==> config.mk <==
export PLATFORM = sky130hd
export DESIGN_NAME = correlator_window_acc
export DESIGN_NICKNAME = d
export VERILOG_FILES = /design/src/rtl/correlator_window_acc_pkg.sv /design/src/rtl/correlator_window_acc_sat_acc.sv /design/src/rtl/correlator_window_acc.sv
export SDC_FILE = /design/constraint.sdc
export NUM_CORES = 1
export LEC_CHECK = 0
export BUFFER_PORTS_ARGS = -buffer_cell sky130_fd_sc_hd__buf_2
export CORE_ASPECT_RATIO = 2
export CORE_MARGIN = 5
export CORE_UTILIZATION = 56
export CTS_CLUSTER_SIZE = 30
export DETAILED_ROUTE_END_ITERATION = 10
export GPL_TIMING_DRIVEN = 0
export PLACE_DENSITY = 0.83
export SYNTH_ARGS = -nofsm -noshare
export SYNTH_HDL_FRONTEND = slang
export SYNTH_SLANG_ARGS = --single-unit
==> constraint.sdc <==
create_clock -name clk -period 6.7 [get_ports clk]
set_input_delay 1.34 -clock clk [delete_from_list [all_inputs] [get_ports clk]]
set_output_delay 1.34 -clock clk [all_outputs]
set_load 0.01 [all_outputs]
==> src/rtl/correlator_window_acc_pkg.sv <==
// Shared types and constants for the windowed 1-bit I/Q correlator.
package correlator_pkg;

  localparam int ACC_W_DEF = 16;
  localparam int CNT_W_DEF = 16;

  typedef enum logic {
    IDLE  = 1'b0,
    ACCUM = 1'b1
  } state_t;

  // Symmetric saturation magnitude for a signed accumulator of width w.
  function automatic int acc_pos_limit(input int w);
    return (1 << (w - 1)) - 1;
  endfunction

endpackage

==> src/rtl/correlator_window_acc_sat_acc.sv <==
// Signed +/-1 saturating accumulator with synchronous clear and
// restart (clear, then optionally take the first sample of a new window).
module corr_sat_acc
  import correlator_pkg::*;
#(
  parameter int W = ACC_W_DEF
) (
  input  logic                clk,
  input  logic                rst_n,
  input  logic                clear,
  input  logic                restart,
  input  logic                step,
  input  logic                up,
  output logic signed [W-1:0] acc
);

  localparam logic signed [W-1:0] POS_LIM = W'(acc_pos_limit(W));
  localparam logic signed [W-1:0] NEG_LIM = -POS_LIM;
  localparam logic signed [W-1:0] ONE     = W'(1);

  logic signed [W-1:0] acc_reg;
  logic signed [W-1:0] acc_next;
  logic signed [W-1:0] stepped;

  always_comb begin
    stepped = acc_reg;
    if (up) begin
      if (acc_reg != POS_LIM) stepped = acc_reg + ONE;
    end else begin
      if (acc_reg != NEG_LIM) stepped = acc_reg - ONE;
    end

    acc_next = acc_reg;
    if (clear)        acc_next = '0;
    else if (restart) acc_next = step ? (up ? ONE : -ONE) : '0;
    else if (step)    acc_next = stepped;
  end

  always_ff @(posedge clk or negedge rst_n) begin
    if (!rst_n) acc_reg <= '0;
    else        acc_reg <= acc_next;
  end

  assign acc = acc_reg;

endmodule

==> src/rtl/correlator_window_acc.sv <==
// Window correlator: accumulates XNOR(+1)/XOR(-1) I/Q products between
// window strobes and dumps each completed window into a valid/ready holding register.
module correlator_window_acc
  import correlator_pkg::*;
#(
  parameter int ACC_W = ACC_W_DEF,
  parameter int CNT_W = CNT_W_DEF
) (
  input  logic                    clk,
  input  logic                    rst_n,
  input  logic                    run,
  input  logic                    win_stb,
  input  logic                    sample_valid,
  input  logic                    sample_in,
  input  logic                    ref_i,
  input  logic                    ref_q,
  output logic                    out_valid,
  input  logic                    out_ready,
  output logic signed [ACC_W-1:0] out_i,
  output logic signed [ACC_W-1:0] out_q,
  output logic [CNT_W-1:0]        out_cnt,
  output logic                    overrun
);

  localparam logic [CNT_W-1:0] CNT_MAX = '1;

  state_t state_reg, state_next;
  logic clear, restart, step, dump;

  logic signed [ACC_W-1:0] acc_i, acc_q;
  logic [CNT_W-1:0]        cnt_reg, cnt_next;

  logic                    valid_reg;
  logic                    overrun_reg;
  logic signed [ACC_W-1:0] hold_i_reg, hold_q_reg;
  logic [CNT_W-1:0]        hold_cnt_reg;

  always_comb begin
    state_next = state_reg;
    clear      = 1'b0;
    restart    = 1'b0;
    step       = 1'b0;
    dump       = 1'b0;
    if (!run) begin
      state_next = IDLE;
      clear      = 1'b1;
    end else begin
      case (state_reg)
        IDLE: begin
          clear = 1'b1;
          if (win_stb) state_next = ACCUM;
        end
        ACCUM: begin
          step = sample_valid;
          // A sample coinciding with the strobe seeds the new window.
          if (win_stb) begin
            dump    = 1'b1;
            restart = 1'b1;
          end
        end
        default: state_next = IDLE;
      endcase
    end
  end

  always_ff @(posedge clk or negedge rst_n) begin
    if (!rst_n) state_reg <= IDLE;
    else        state_reg <= state_next;
  end

  corr_sat_acc #(.W(ACC_W)) u_acc_i (
    .clk     (clk),
    .rst_n   (rst_n),
    .clear   (clear),
    .restart (restart),
    .step    (step),
    .up      (sample_in ~^ ref_i),
    .acc     (acc_i)
  );

  corr_sat_acc #(.W(ACC_W)) u_acc_q (
    .clk     (clk),
    .rst_n   (rst_n),
    .clear   (clear),
    .restart (restart),
    .step    (step),
    .up      (sample_in ~^ ref_q),
    .acc     (acc_q)
  );

  always_comb begin
    cnt_next = cnt_reg;
    if (clear)                             cnt_next = '0;
    else if (restart)                      cnt_next = CNT_W'(step);
    else if (step && (cnt_reg != CNT_MAX)) cnt_next = cnt_reg + CNT_W'(1);
  end

  always_ff @(posedge clk or negedge rst_n) begin
    if (!rst_n) cnt_reg <= '0;
    else        cnt_reg <= cnt_next;
  end

  // Holding register: a dump always wins; it is an overrun only if the old result is not leaving.
  always_ff @(posedge clk or negedge rst_n) begin
    if (!rst_n) begin
      valid_reg    <= 1'b0;
      overrun_reg  <= 1'b0;
      hold_i_reg   <= '0;
      hold_q_reg   <= '0;
      hold_cnt_reg <= '0;
    end else if (dump) begin
      valid_reg    <= 1'b1;
      hold_i_reg   <= acc_i;
      hold_q_reg   <= acc_q;
      hold_cnt_reg <= cnt_reg;
      if (valid_reg && !out_ready) overrun_reg <= 1'b1;
    end else if (valid_reg && out_ready) begin
      valid_reg <= 1'b0;
    end
  end

  assign out_valid = valid_reg;
  assign out_i     = hold_i_reg;
  assign out_q     = hold_q_reg;
  assign out_cnt   = hold_cnt_reg;
  assign overrun   = overrun_reg;

endmodule

# Word level (Yosys, flattened, before mapping)
# Index checks and enable logic that the tools add are counted.
# word_totals
out_inout_bits,50
input_bits,9
reg_bits,99
# classes
bitwise,2
eq_ne,7
muxes,30
reduce_logical,12
n_addsub,5
# op_table
operator,count
$mux W16,19
$ne A16 B16 Y1 const B,5
$add A16 B2 Y16 const B,2
$sub A16 B2 Y16 const B,2
$add A16 B1 Y16 const B,1
$mux W1,11
$ne A4 B4 Y1 const B,2
$reduce_bool A4 Y1,2
$reduce_and A3 Y1,2
$reduce_bool A3 Y1,2
$logic_and A1 B1 Y1,3
$reduce_and A2 Y1,1
$reduce_bool A2 Y1,1
$xnor A1 B1 Y1,2
$logic_not A1 Y1,1

# Longest topological paths before layout
# logic_depth
word_depth,6
ltp_mapped,11
ltp_nobuf,10

# Hierarchy
# Synthesis repeated with hierarchy kept, for this count alone.
# unflattened
cells_unflattened,618
area_unflattened_um2,6150.9
# by_module_without_submodules
module,seq_area_each_um2,cells_each,area_per_inst_um2,n_inst
correlator_window_acc,1676.6,236,2979.1,1
corr_sat_acc at u_acc_i,400.4,193,1597.8,1
corr_sat_acc at u_acc_q,400.4,189,1574.0,1

# Least setup slack after synthesis
# Ideal clock, no wire load.
# synth_path
path_kind,input-to-reg
start,input ref_q
end,register u_acc_q.acc_reg[14] (netlist: u_acc_q.acc[14])
path_stages,11
setup_ns,0.125
n_path_buf,2
slack_ns,3.116
arrival_ns,3.459
cell_sequence,xnor2_1 > clkbuf_1 > buf_1 > xnor2_1 > ha_1 > nand2b_1 > o31a_1 > or3_1 > o21ai_2 > o211a_1 > o21ai_1
# synth_via
elab_chain_cells,5
elab_cells_between_ends,10
classes_between,eq/ne: 1; mux: 6; bitwise: 1; reduce/logical: 2
# synth_lines
element,line,source
"start, declared",correlator_window_acc.sv:16,"input logic ref_q,"
$xnor A1 B1 Y1 (*),correlator_window_acc.sv:87,".up (sample_in ~^ ref_q),"
$mux W16 (on tied branches),"correlator_window_acc_sat_acc.sv:27, correlator_window_acc_sat_acc.sv:35",
$mux W16 (on tied branches),"correlator_window_acc_sat_acc.sv:36, correlator_window_acc_sat_acc.sv:35",
$mux W16,correlator_window_acc_sat_acc.sv:35,else if (restart) acc_next = step ? (up ? ONE : -ONE) : '0;
$mux W16,correlator_window_acc_sat_acc.sv:34,if (clear) acc_next = '0;
"end signal, assigned",correlator_window_acc_sat_acc.sv:41,else acc_reg <= acc_next;
"end, declared",correlator_window_acc_sat_acc.sv:21,logic signed [W-1:0] acc_reg;
# Every way passes the cells marked *; elsewhere a longest branch is shown, timed or not. The select of a mux whose other input is x is not followed.
# A chain may end at the register's enable or synchronous reset.

# Worst setup path in the final report
# layout_path
start,input sample_in
end,register u_acc_q.acc_reg[12] (netlist: u_acc_q.acc[12])
# layout_via
elab_chain_cells,5
elab_cells_between_ends,10
classes_between,eq/ne: 1; mux: 6; bitwise: 1; reduce/logical: 2
# layout_lines
element,line,source
"start, declared",correlator_window_acc.sv:14,"input logic sample_in,"
$xnor A1 B1 Y1 (*),correlator_window_acc.sv:87,
$mux W16 (on tied branches),"correlator_window_acc_sat_acc.sv:27, correlator_window_acc_sat_acc.sv:35",
$mux W16 (on tied branches),"correlator_window_acc_sat_acc.sv:36, correlator_window_acc_sat_acc.sv:35",
$mux W16,correlator_window_acc_sat_acc.sv:35,
$mux W16,correlator_window_acc_sat_acc.sv:34,
# Marked as above.

==> reports/qor.txt <==
status: completed
drt pass-1 iters: 6
fin crit period: 4.11 ns
area grow syn2layout: 14.5%
FP Rows: 51
Setup crit start kind: primary input
worst skew pair latency: 0.35 ns
sequential element share of the synthesized area: 45.5%
detailed placement HPWL: 12.3 mm
GPL Wtd Cong: 0.959
LEAKAGE: 2.88 nW
pin count of the biggest net entering global routing: 53
post_cts resized: 0
initial DRC count: 286
PwrDens: 226 nW/um^2
largest area contributor in the netlist: dfrtp_1
io pins: 59
asr flop ratio synth: 100%
Crit. End Element: flip-flop
WL per Instance: 18.9 um
GRT overflow: 0
CTS clk-pin slew, worst paths: 0.07 ns
Chip Height: 149 um
count leader, synth: nand2_1
critical path class: in -> reg
final net count: 738
Synth area leaders: dfrtp_1 46%, nand2_1 9.7%, o21ai_0 6.5%
Slew Limit Fails: 0
Clock Sinks: 99
Adder-Cell Fraction of Synth Area: 1.38%
Tightest Pin Transition: 0.874 ns
multiplexer share of the synthesized area: 0.758%
Hold Path Class: reg -> reg
Hold Fails Final Rpt: 0
fraction of the mapped netlist area in compound gates: 18.6%
drt via density: 6.11
Synthesis Warnings: 0
Max Buffers Root-to-Sink: 2
most instantiated cells after synthesis: 141 x nand2_1, 99 x dfrtp_1, 71 x o21ai_0
Worst EP arrival: 4.34 ns
Post CTS Setup Buffer Count: 0
Worst slew margin: 41.2%
Synth top area share: 45.5%
Initial Util: 56.5%
XOR/XNOR Fraction of Synth Area: 3.52%
final period utilization: 61.3%
sum of negative setup slack: 0 ns
die area: 11900 um^2
global-route wire length before repair: 26.7 mm
final setup margin: 2.59 ns
worst slack, placed: 2.28 ns
Synth cell types: 65
Critical Path Fanout Max: 10
Syn Area/Cell: 8.32 um^2
Critical Path RT: 6.94 ns
Max-Cap Viols: 0
Antenna Cells: 0
H-tree depth: 3
Total Wirelength: 16.2 mm
Post-synth EDFFs: 0
# DRC: 0
final setup vio count: 0
initial antenna violation count: 0
Simple-Gate Fraction of Synth Area: 25.0%
Routed Antenna Nets: 0
clock tree from TritonCTS: yes
Top FF cell, synth: dfrtp_1
Inserted Clock Buffers: 9
Seq cells post-synth: 99
Syn Std Cell Area: 5440 um^2
syn nets: 669
vias in the first global route: 5359
hold_buf cts: 0
maximum VDD drop: 0.139 mV
die span in x: 79.7 um
IO buf count: 57
Syn Inst Count: 654
fmax: 244 MHz
RSZ-0062 raised after global routing: no
GR Util All Layers: 29.2%
via count: 5253
share of cells above drive strength 1: 12.5%
Clock Skew: 0.00780 ns
Root Buffer: clkbuf_16
largest family of logic cells by synthesized area: simple AND/OR/NAND/NOR gates
total core area: 9640 um^2
==> layout make-up <==
cell class / instances / area [um^2]
Sequential cell: 99 / 2480
Clock inverter: 7 / 86.3
Multi-Input combinational cell: 485 / 2680
Tap cell: 132 / 165
Buffer: 43 / 181
Timing Repair Buffer: 58 / 315
Clock buffer: 9 / 225
Fill cell: 835 / 3400
Inverter: 27 / 101
==> kinds of logic after synthesis <==
logic type | after synthesis
buffers and inverters | 70
and+or+nand+nor | 289
muxes | 4
AOI/OAI and AO/OA | 165
xor gates and xnor gates | 21
DFF | 99
adders and majority gates | 6
==> cells in the final DEF (no fill, tap or decap), types with 5 or more instances in the layout <==
cell type    n
nand2_1    141
nor2_1      36
nand3_1     21
o21ai_0     71
xnor2_1      8
a31oi_1     10
nor4_1      14
xor2_1      12
inv_1       27
nor3_1      18
or3_1        5
o2bb2ai_1    5
buf_2       60
clkbuf_16    9
and4_1       5
dfrtp_1     99
a21oi_1     32
o32ai_1      5
ha_1         6
o31ai_1      5
nand2b_1     5
and3_1       5
nand4_1     14
clkbuf_1    36
==> power breakdown <==
part | total, W | leakage (nW) | internal [W] | switching, W
clock | 0.000544 | 0.153 | 0.000296 | 0.000247
sequential | 0.000636 | 1.37 | 0.000620 | 0.0000162
combinational | 0.000232 | 1.35 | 0.0000822 | 0.000150
==> routing by layer <==
layer	GRT usage [%]	vias to the layer above	share of wire (%)
met2	52.8	202	55
met5	0	-	0
met1	30.5	2528	35
li1	-	2448	-
met4	19.4	0	6.3
met3	3.92	75	4.2
==> critical path, cell delays in order <==
cell and delay (ns):
buf_2 0.15, xnor2_1 0.26, clkbuf_1 0.39, buf_1 0.50, xnor2_1 0.13, ha_1 0.29, nor4_1 0.55, nand2b_1 0.11
nor4_1 0.21, o22ai_1 0.12, a21boi_0 0.19, o2bb2ai_1 0.09
==> per-stage QoR <==
stage               cells  instance area, um^2  util, %  total power, W  hold slack, ns
floorplan             654                 5440        -        0.000795           0.473
global placement      843                 5890     61.2        0.000869           0.454
detailed placement    844                 5920     61.5        0.000877           0.461
CTS                   860                 6240     64.7         0.00142           0.477
global route          860                 6240     64.7         0.00147           0.494
finish                860                 6240     64.7         0.00141           0.473
==> path summary, 6_finish.rpt <==
| path | startpoint | to | slack, ns | cells after the start |
|---|---|---|---|---|
| worst max-delay path | sample_in | u_acc_q.acc[12] | 2.59 | 12 |
| worst min-delay path | out_cnt[9] | out_cnt[9] | 0.47 | 2 |
| worst max register to register | u_acc_i.acc[2] | u_acc_i.acc[10] | 3.66 | 8 |
| worst min register to register | out_cnt[9] | out_cnt[9] | 0.47 | 2 |
| max in group asynchronous | rst_n | out_q[1] | 5.02 | 2 |
| min in group asynchronous | rst_n | out_i[4] | 1.00 | 1 |
No activity file was read; power rests on OpenSTA's default activity.
